--- config.mk ---
export PLATFORM = sky130hd
export DESIGN_NAME = piradip_axilite_master_flat
export DESIGN_NICKNAME = d
export VERILOG_FILES = /design/src/rtl/piradip_axilite_master_if.sv /design/src/rtl/piradip_axilite_master.sv /design/src/flat_wrapper.sv
export SDC_FILE = /design/constraint.sdc
export NUM_CORES = 1
export LEC_CHECK = 0
export CORE_ASPECT_RATIO = 0.75
export CORE_MARGIN = 2
export CORE_UTILIZATION = 39
export DETAILED_ROUTE_END_ITERATION = 8
export GPL_ROUTABILITY_DRIVEN = 0
export PLACE_DENSITY = 0.88
export SLEW_MARGIN = 30
export SYNTH_ARGS = -nofsm -noshare
export SYNTH_HDL_FRONTEND = slang
export SYNTH_SLANG_ARGS = --single-unit
--- constraint.sdc ---
create_clock -name aclk -period 4.1 [get_ports aclk]
set_clock_uncertainty 0.1 [all_clocks]
set_input_delay 0.82 -clock aclk [delete_from_list [all_inputs] [get_ports aclk]]
set_output_delay 0.82 -clock aclk [all_outputs]
set_load 0.005 [all_outputs]
--- src/rtl/piradip_axilite_master_if.sv ---
// AXI4-Lite bundle between the piradip command-driven initiator and a register-file responder.
interface piradip_axilite_master_if #(
  parameter int ADDR_WIDTH = 8,
  parameter int DATA_WIDTH = 32
);
  logic [ADDR_WIDTH-1:0]   awaddr;
  logic [2:0]              awprot;
  logic                    awvalid;
  logic                    awready;
  logic [DATA_WIDTH-1:0]   wdata;
  logic [DATA_WIDTH/8-1:0] wstrb;
  logic                    wvalid;
  logic                    wready;
  logic [1:0]              bresp;
  logic                    bvalid;
  logic                    bready;
  logic [ADDR_WIDTH-1:0]   araddr;
  logic [2:0]              arprot;
  logic                    arvalid;
  logic                    arready;
  logic [DATA_WIDTH-1:0]   rdata;
  logic [1:0]              rresp;
  logic                    rvalid;
  logic                    rready;

  modport master (
    output awaddr, awprot, awvalid, input awready,
    output wdata, wstrb, wvalid, input wready,
    input  bresp, bvalid, output bready,
    output araddr, arprot, arvalid, input arready,
    input  rdata, rresp, rvalid, output rready
  );

  modport slave (
    input  awaddr, awprot, awvalid, output awready,
    input  wdata, wstrb, wvalid, output wready,
    output bresp, bvalid, input bready,
    input  araddr, arprot, arvalid, output arready,
    output rdata, rresp, rvalid, input rready
  );
endinterface

--- src/rtl/piradip_axilite_master.sv ---
// Single-outstanding AXI4-Lite initiator: takes one read/write command, runs the
// AXI channel handshakes, and returns data/response on a valid/ready response port.
module piradip_axilite_master #(
  parameter int         ADDR_WIDTH = 8,
  parameter int         DATA_WIDTH = 32,
  parameter logic [2:0] PROT       = 3'b000
) (
  input  logic                    aclk,
  input  logic                    areset,
  input  logic                    cmd_valid,
  output logic                    cmd_ready,
  input  logic                    cmd_write,
  input  logic [ADDR_WIDTH-1:0]   cmd_addr,
  input  logic [DATA_WIDTH-1:0]   cmd_wdata,
  input  logic [DATA_WIDTH/8-1:0] cmd_wstrb,
  output logic                    rsp_valid,
  input  logic                    rsp_ready,
  output logic                    rsp_write,
  output logic [DATA_WIDTH-1:0]   rsp_rdata,
  output logic [1:0]              rsp_resp,
  piradip_axilite_master_if.master axi
);

  typedef enum logic [2:0] {IDLE, WR_REQ, WR_RESP, RD_REQ, RD_DATA, RSP} state_t;

  state_t                  state, next_state;
  logic [ADDR_WIDTH-1:0]   addr_q;
  logic [DATA_WIDTH-1:0]   wdata_q;
  logic [DATA_WIDTH/8-1:0] wstrb_q;
  logic                    write_q;
  logic [DATA_WIDTH-1:0]   rdata_q;
  logic [1:0]              resp_q;
  logic                    aw_done, w_done;
  logic                    accept, aw_hs, w_hs;

  assign accept = cmd_valid && cmd_ready;
  assign aw_hs  = axi.awvalid && axi.awready;
  assign w_hs   = axi.wvalid && axi.wready;

  // NOTE: sequential state uses non-blocking assignments so every flop samples pre-edge values.
  always_ff @(posedge aclk or posedge areset) begin
    if (areset) state <= IDLE;
    else        state <= next_state;
  end

  // NOTE: every always_comb output gets a default first; a missed branch would otherwise infer a latch.
  always_comb begin
    next_state = state;
    case (state)
      IDLE:    if (accept) next_state = cmd_write ? WR_REQ : RD_REQ;
      WR_REQ:  if ((aw_done || aw_hs) && (w_done || w_hs)) next_state = WR_RESP;
      WR_RESP: if (axi.bvalid) next_state = RSP;
      RD_REQ:  if (axi.arready) next_state = RD_DATA;
      RD_DATA: if (axi.rvalid) next_state = RSP;
      RSP:     if (rsp_ready) next_state = IDLE;
      default: next_state = IDLE;
    endcase
  end

  // Valids are decoded from registered state only, so they cannot glitch or drop early.
  always_comb begin
    cmd_ready   = 1'b0;
    axi.awvalid = 1'b0;
    axi.wvalid  = 1'b0;
    axi.bready  = 1'b0;
    axi.arvalid = 1'b0;
    axi.rready  = 1'b0;
    rsp_valid   = 1'b0;
    case (state)
      IDLE:    cmd_ready   = !areset;
      WR_REQ: begin
        axi.awvalid = !aw_done;
        axi.wvalid  = !w_done;
      end
      WR_RESP: axi.bready  = 1'b1;
      RD_REQ:  axi.arvalid = 1'b1;
      RD_DATA: axi.rready  = 1'b1;
      RSP:     rsp_valid   = 1'b1;
      default: ;
    endcase
  end

  // NOTE: these are a handful of datapath flops, not a memory array, so they take the async reset too.
  always_ff @(posedge aclk or posedge areset) begin
    if (areset) begin
      addr_q  <= '0;
      wdata_q <= '0;
      wstrb_q <= '0;
      write_q <= 1'b0;
      rdata_q <= '0;
      resp_q  <= '0;
      aw_done <= 1'b0;
      w_done  <= 1'b0;
    end else begin
      if (accept) begin
        addr_q  <= cmd_addr;
        wdata_q <= cmd_wdata;
        wstrb_q <= cmd_wstrb;
        write_q <= cmd_write;
        rdata_q <= '0;
        resp_q  <= '0;
        aw_done <= 1'b0;
        w_done  <= 1'b0;
      end
      if (aw_hs) aw_done <= 1'b1;
      if (w_hs)  w_done  <= 1'b1;
      if (state == WR_RESP && axi.bvalid) resp_q <= axi.bresp;
      if (state == RD_DATA && axi.rvalid) begin
        rdata_q <= axi.rdata;
        resp_q  <= axi.rresp;
      end
    end
  end

  assign axi.awaddr = addr_q;
  assign axi.awprot = PROT;
  assign axi.wdata  = wdata_q;
  assign axi.wstrb  = wstrb_q;
  assign axi.araddr = addr_q;
  assign axi.arprot = PROT;

  assign rsp_write = write_q;
  assign rsp_rdata = rdata_q;
  assign rsp_resp  = resp_q;

endmodule
--- src/flat_wrapper.sv ---
// flat-port wrapper written by rule: the top's interface ports become plain ports
module piradip_axilite_master_flat 
#(
  parameter int         ADDR_WIDTH = 8,
  parameter int         DATA_WIDTH = 32,
  parameter logic [2:0] PROT       = 3'b000
)
  (aclk, areset, cmd_valid, cmd_ready, cmd_write, cmd_addr, cmd_wdata, cmd_wstrb, rsp_valid, rsp_ready, rsp_write, rsp_rdata, rsp_resp, axi_awaddr, axi_awprot, axi_awvalid, axi_awready, axi_wdata, axi_wstrb, axi_wvalid, axi_wready, axi_bresp, axi_bvalid, axi_bready, axi_araddr, axi_arprot, axi_arvalid, axi_arready, axi_rdata, axi_rresp, axi_rvalid, axi_rready);
  piradip_axilite_master_if #(.ADDR_WIDTH(ADDR_WIDTH), .DATA_WIDTH(DATA_WIDTH)) axi_i ();
  input  logic aclk;
  input  logic areset;
  input  logic cmd_valid;
  output logic cmd_ready;
  input  logic cmd_write;
  input  logic [ADDR_WIDTH-1:0] cmd_addr;
  input  logic [DATA_WIDTH-1:0] cmd_wdata;
  input  logic [DATA_WIDTH/8-1:0] cmd_wstrb;
  output logic rsp_valid;
  input  logic rsp_ready;
  output logic rsp_write;
  output logic [DATA_WIDTH-1:0] rsp_rdata;
  output logic [1:0] rsp_resp;
  output wire logic [$bits(axi_i.awaddr)-1:0] axi_awaddr;
  output wire logic [$bits(axi_i.awprot)-1:0] axi_awprot;
  output wire logic [$bits(axi_i.awvalid)-1:0] axi_awvalid;
  input wire logic [$bits(axi_i.awready)-1:0] axi_awready;
  output wire logic [$bits(axi_i.wdata)-1:0] axi_wdata;
  output wire logic [$bits(axi_i.wstrb)-1:0] axi_wstrb;
  output wire logic [$bits(axi_i.wvalid)-1:0] axi_wvalid;
  input wire logic [$bits(axi_i.wready)-1:0] axi_wready;
  input wire logic [$bits(axi_i.bresp)-1:0] axi_bresp;
  input wire logic [$bits(axi_i.bvalid)-1:0] axi_bvalid;
  output wire logic [$bits(axi_i.bready)-1:0] axi_bready;
  output wire logic [$bits(axi_i.araddr)-1:0] axi_araddr;
  output wire logic [$bits(axi_i.arprot)-1:0] axi_arprot;
  output wire logic [$bits(axi_i.arvalid)-1:0] axi_arvalid;
  input wire logic [$bits(axi_i.arready)-1:0] axi_arready;
  input wire logic [$bits(axi_i.rdata)-1:0] axi_rdata;
  input wire logic [$bits(axi_i.rresp)-1:0] axi_rresp;
  input wire logic [$bits(axi_i.rvalid)-1:0] axi_rvalid;
  output wire logic [$bits(axi_i.rready)-1:0] axi_rready;
  assign axi_awaddr = axi_i.awaddr;
  assign axi_awprot = axi_i.awprot;
  assign axi_awvalid = axi_i.awvalid;
  assign axi_i.awready = axi_awready;
  assign axi_wdata = axi_i.wdata;
  assign axi_wstrb = axi_i.wstrb;
  assign axi_wvalid = axi_i.wvalid;
  assign axi_i.wready = axi_wready;
  assign axi_i.bresp = axi_bresp;
  assign axi_i.bvalid = axi_bvalid;
  assign axi_bready = axi_i.bready;
  assign axi_araddr = axi_i.araddr;
  assign axi_arprot = axi_i.arprot;
  assign axi_arvalid = axi_i.arvalid;
  assign axi_i.arready = axi_arready;
  assign axi_i.rdata = axi_rdata;
  assign axi_i.rresp = axi_rresp;
  assign axi_i.rvalid = axi_rvalid;
  assign axi_rready = axi_i.rready;
  piradip_axilite_master #(.ADDR_WIDTH(ADDR_WIDTH), .DATA_WIDTH(DATA_WIDTH), .PROT(PROT)) u_core (.aclk(aclk), .areset(areset), .cmd_valid(cmd_valid), .cmd_ready(cmd_ready), .cmd_write(cmd_write), .cmd_addr(cmd_addr), .cmd_wdata(cmd_wdata), .cmd_wstrb(cmd_wstrb), .rsp_valid(rsp_valid), .rsp_ready(rsp_ready), .rsp_write(rsp_write), .rsp_rdata(rsp_rdata), .rsp_resp(rsp_resp), .axi(axi_i));
endmodule
==> impl_metrics.tcl <==
set metrics [dict create \
    post-synth-top-area-fraction 0.607 \
    cts_buffers 9 \
    fin_util 0.652 \
    cts_sinks 84 \
    die_y_um 85.6 \
    rsz0062_at_grt "no" \
    routed_wirelength_um 9190 \
    portBuffers 183 \
    clockBufferDepth 2 \
    regToRegStartpoint "u_core.state[0]$_DFFE_PP0P_" \
    multi_input_comb_area_mm2 0.00113 \
    run_status "finished clean" \
    timing.final.max_slew_violations 0 \
    cts.repair_timing.setup_buffer_count 0 \
    layout-drive-gt1-share 0.0976 \
    grt_antenna_before_repair 0 \
    drc 0 \
    holdPathStages 1 \
    drt_iter0_drc 92 \
    crit_family "buffers and inverters" \
    post_synth_inst_count 242 \
    final_net_count 505 \
    leakagePower_uw 0.00238 \
    wire_length_of_the_first_global_routing_pass_um 14700 \
    number_of_enable_type_register_cells_in_the_synthesized_netlist 0 \
    via_count 2608 \
    synth_cell_types 38 \
    yosys_register_bits 84 \
    start_kind "input pin" \
    grt.overflow.total 0 \
    grt_start_max_net_pins 59 \
    cellPowerDensity_mw_per_mm2 697 \
    final_hold_viol_count 0 \
    hold_path_end "u_core.axi.wdata[15]$_DFFE_PP0P_" \
    critical_path_buf_inv_count 2 \
    yosys_warnings 0 \
    cts_hold_buf 0 \
    clk_pin_slew_worst_paths_ns 0.06 \
    drv.max_cap_violation_count 0 \
    die-area_mm2 0.00965 \
    grt_usage 0.195 \
    syn_std_cell_area_mm2 0.00346 \
    syn_avg_cell_area_um2 14.3 \
    die_width_um 113 \
    slowest_stage "sky130_fd_sc_hd__clkdlybuf4s50_1" \
    min-delay-path-class "register to register" \
    worstSetupPathType "input pin to output port" \
    tritoncts "yes" \
    reg2regPathDepth 4 \
    syn_to_final_growth_pct 60.7 \
    timing.critical_path.required_ns 3.18 \
    floorplan.initialDensity 0.406 \
    vdd_drop_max_v 0.000413 \
    postSynth.asyncResetShare 1.00 \
    ios 190 \
    synthDominantAreaCellType "sky130_fd_sc_hd__dfrtp_1" \
    cts_h_tree_depth 3 \
    flip_flop_cell_with_the_highest_count_after_synthesis "sky130_fd_sc_hd__dfrtp_1" \
    synth.most_common_cell "sky130_fd_sc_hd__dfrtp_1" \
    post_synth_main_area_contributors "sky130_fd_sc_hd__dfrtp_1, sky130_fd_sc_hd__mux2_1, sky130_fd_sc_hd__a22o_1, sky130_fd_sc_hd__mux2_2, sky130_fd_sc_hd__buf_4" \
    hpwl_um 6720 \
    cp_cell_sequence "clkdlybuf4s50_1, nor4_1, clkdlybuf4s50_1" \
    share_of_the_cycle_needed_by_the_critical_path_after_routing 0.712 \
    reg2reg_slack_ns 1.82 \
    floorplan.core_area_mm2 0.00853 \
    grt_pass1_vias 2847 \
    synth_commonest_cells "sky130_fd_sc_hd__dfrtp_1, sky130_fd_sc_hd__a22o_1, sky130_fd_sc_hd__mux2_1" \
    root_buffer "sky130_fd_sc_hd__clkbuf_16" \
    synth_sequential_area_ratio 0.607 \
    sequential_cell_area_mm2 0.00210 \
    num_antenna_cells 0 \
    cp_data_arrival_time_ns 2.00 \
    clock_latency_ns 0.33 \
    worst_slew_margin_rel 0.517 \
    drt-pass1-iter-count 4 \
    rr_endpoint "u_core.axi.wdata[10]$_DFFE_PP0P_" \
    fillCellCount 654 \
    detail-route-antenna-nets 0 \
    fin_crit_ns 2.92 \
    cts_resized 0 \
    viasPerCell 4.94 \
    timing.fmax_ghz 0.342 \
    timing.hold.worst.start "u_core.axi.wdata[15]$_DFFE_PP0P_" \
    fin_setup_tns_ns 0 \
    drt-wirelength-per-cell_um 17.4 \
    timing.critical_path.slowest_cell_delay_ns 0.55 \
    final_setup_violating_endpoints 0 \
    crit_fanout 3 \
    worstSetupEndpointType "output port" \
    rows 29 \
    timing.critical_path.mode_cell "sky130_fd_sc_hd__clkdlybuf4s50_1" \
    tightestPinTransition_ns 0.725 \
]
==> logic make-up after synthesis <==
logic type | synth area share
mux | 0.155
flops | 0.607
simple gates | 0.0492
compound gates | 0.115
buf+inv | 0.0727
other cells | 0.00108
==> cell usage in the layout (no fill, tap or decap), types with 4 or more instances in the layout <==
master	instances
sky130_fd_sc_hd__inv_1	5
sky130_fd_sc_hd__mux2_2	17
sky130_fd_sc_hd__a22o_1	33
sky130_fd_sc_hd__dfrtp_1	84
sky130_fd_sc_hd__nor2_1	5
sky130_fd_sc_hd__clkdlybuf4s50_1	183
sky130_fd_sc_hd__buf_4	4
sky130_fd_sc_hd__mux2_1	28
sky130_fd_sc_hd__clkbuf_16	9
sky130_fd_sc_hd__a21oi_1	4
sky130_fd_sc_hd__conb_1	6
==> metrics by stage <==
step                cells  cell area (um2)  hold slack, ns  setup WS (ns)  total power [uW]
finish                528             5560           0.382           1.18              3880
global route          528             5560           0.407           1.02              4100
CTS                   528             5560           0.389           1.17              3930
detailed placement    512             5250           0.376           1.19              3080
global placement      512             5250           0.366           1.20              3000
floorplan             247             3480           0.372          0.376              2090
==> how the worst max path moves through the flow <==
stage	startpoint	to	slack [ns]	cells after the start
after floorplan	areset	u_core.rsp_rdata[10]$_DFFE_PP0P_	0.38	4
after global placement	areset	cmd_ready	1.20	3
after detailed placement	areset	cmd_ready	1.19	3
after CTS	areset	cmd_ready	1.17	3
after global routing	u_core.state[2]$_DFFE_PP0P_	axi_awvalid	1.02	4
final	areset	cmd_ready	1.18	3
==> worst register-to-register path: cells and delay by family, from the launching register on <==
family / cells / cell delay, ns
mux: 1 / 0.44
flops: 1 / 0.58
buf+inv: 1 / 0.52
simple gates: 2 / 0.52
==> layer usage <==
layer | vias to the layer above | wire (um) | global-route usage
met5 | - | 0 | 0
met2 | 97 | 4600 | 0.333
met3 | 9 | 657 | 0.0693
met4 | 0 | 89 | 0.0499
li1 | 1203 | - | -
met1 | 1299 | 3850 | 0.239
==> registers in the layout, indices dropped and copies added (netlist names) <==
| signal | cells |
|---|---|
| u_core.aw_done | 1 |
| u_core.axi.araddr | 8 |
| u_core.axi.wdata | 32 |
| u_core.axi.wstrb | 4 |
| u_core.rsp_rdata | 32 |
| u_core.rsp_resp | 2 |
| u_core.rsp_write | 1 |
| u_core.state | 3 |
| u_core.w_done | 1 |
==> final cells by class <==
class	count	area share
sequential	84	0.378
timing repair buffer	187	0.335
multi-input combinational	127	0.202
clock buffer	11	0.0454
tap	108	0.0243
clock inverter	5	0.0108
inverter	6	0.00427
==> where the power goes <==
part	internal (uW)	leakage, uW	total [uW]	switching, uW
Sequential	1200	0.00105	1460	259
Clock	506	0.000152	828	322
Combinational	1080	0.00118	1590	507
No activity file was read; power rests on OpenSTA's default activity.
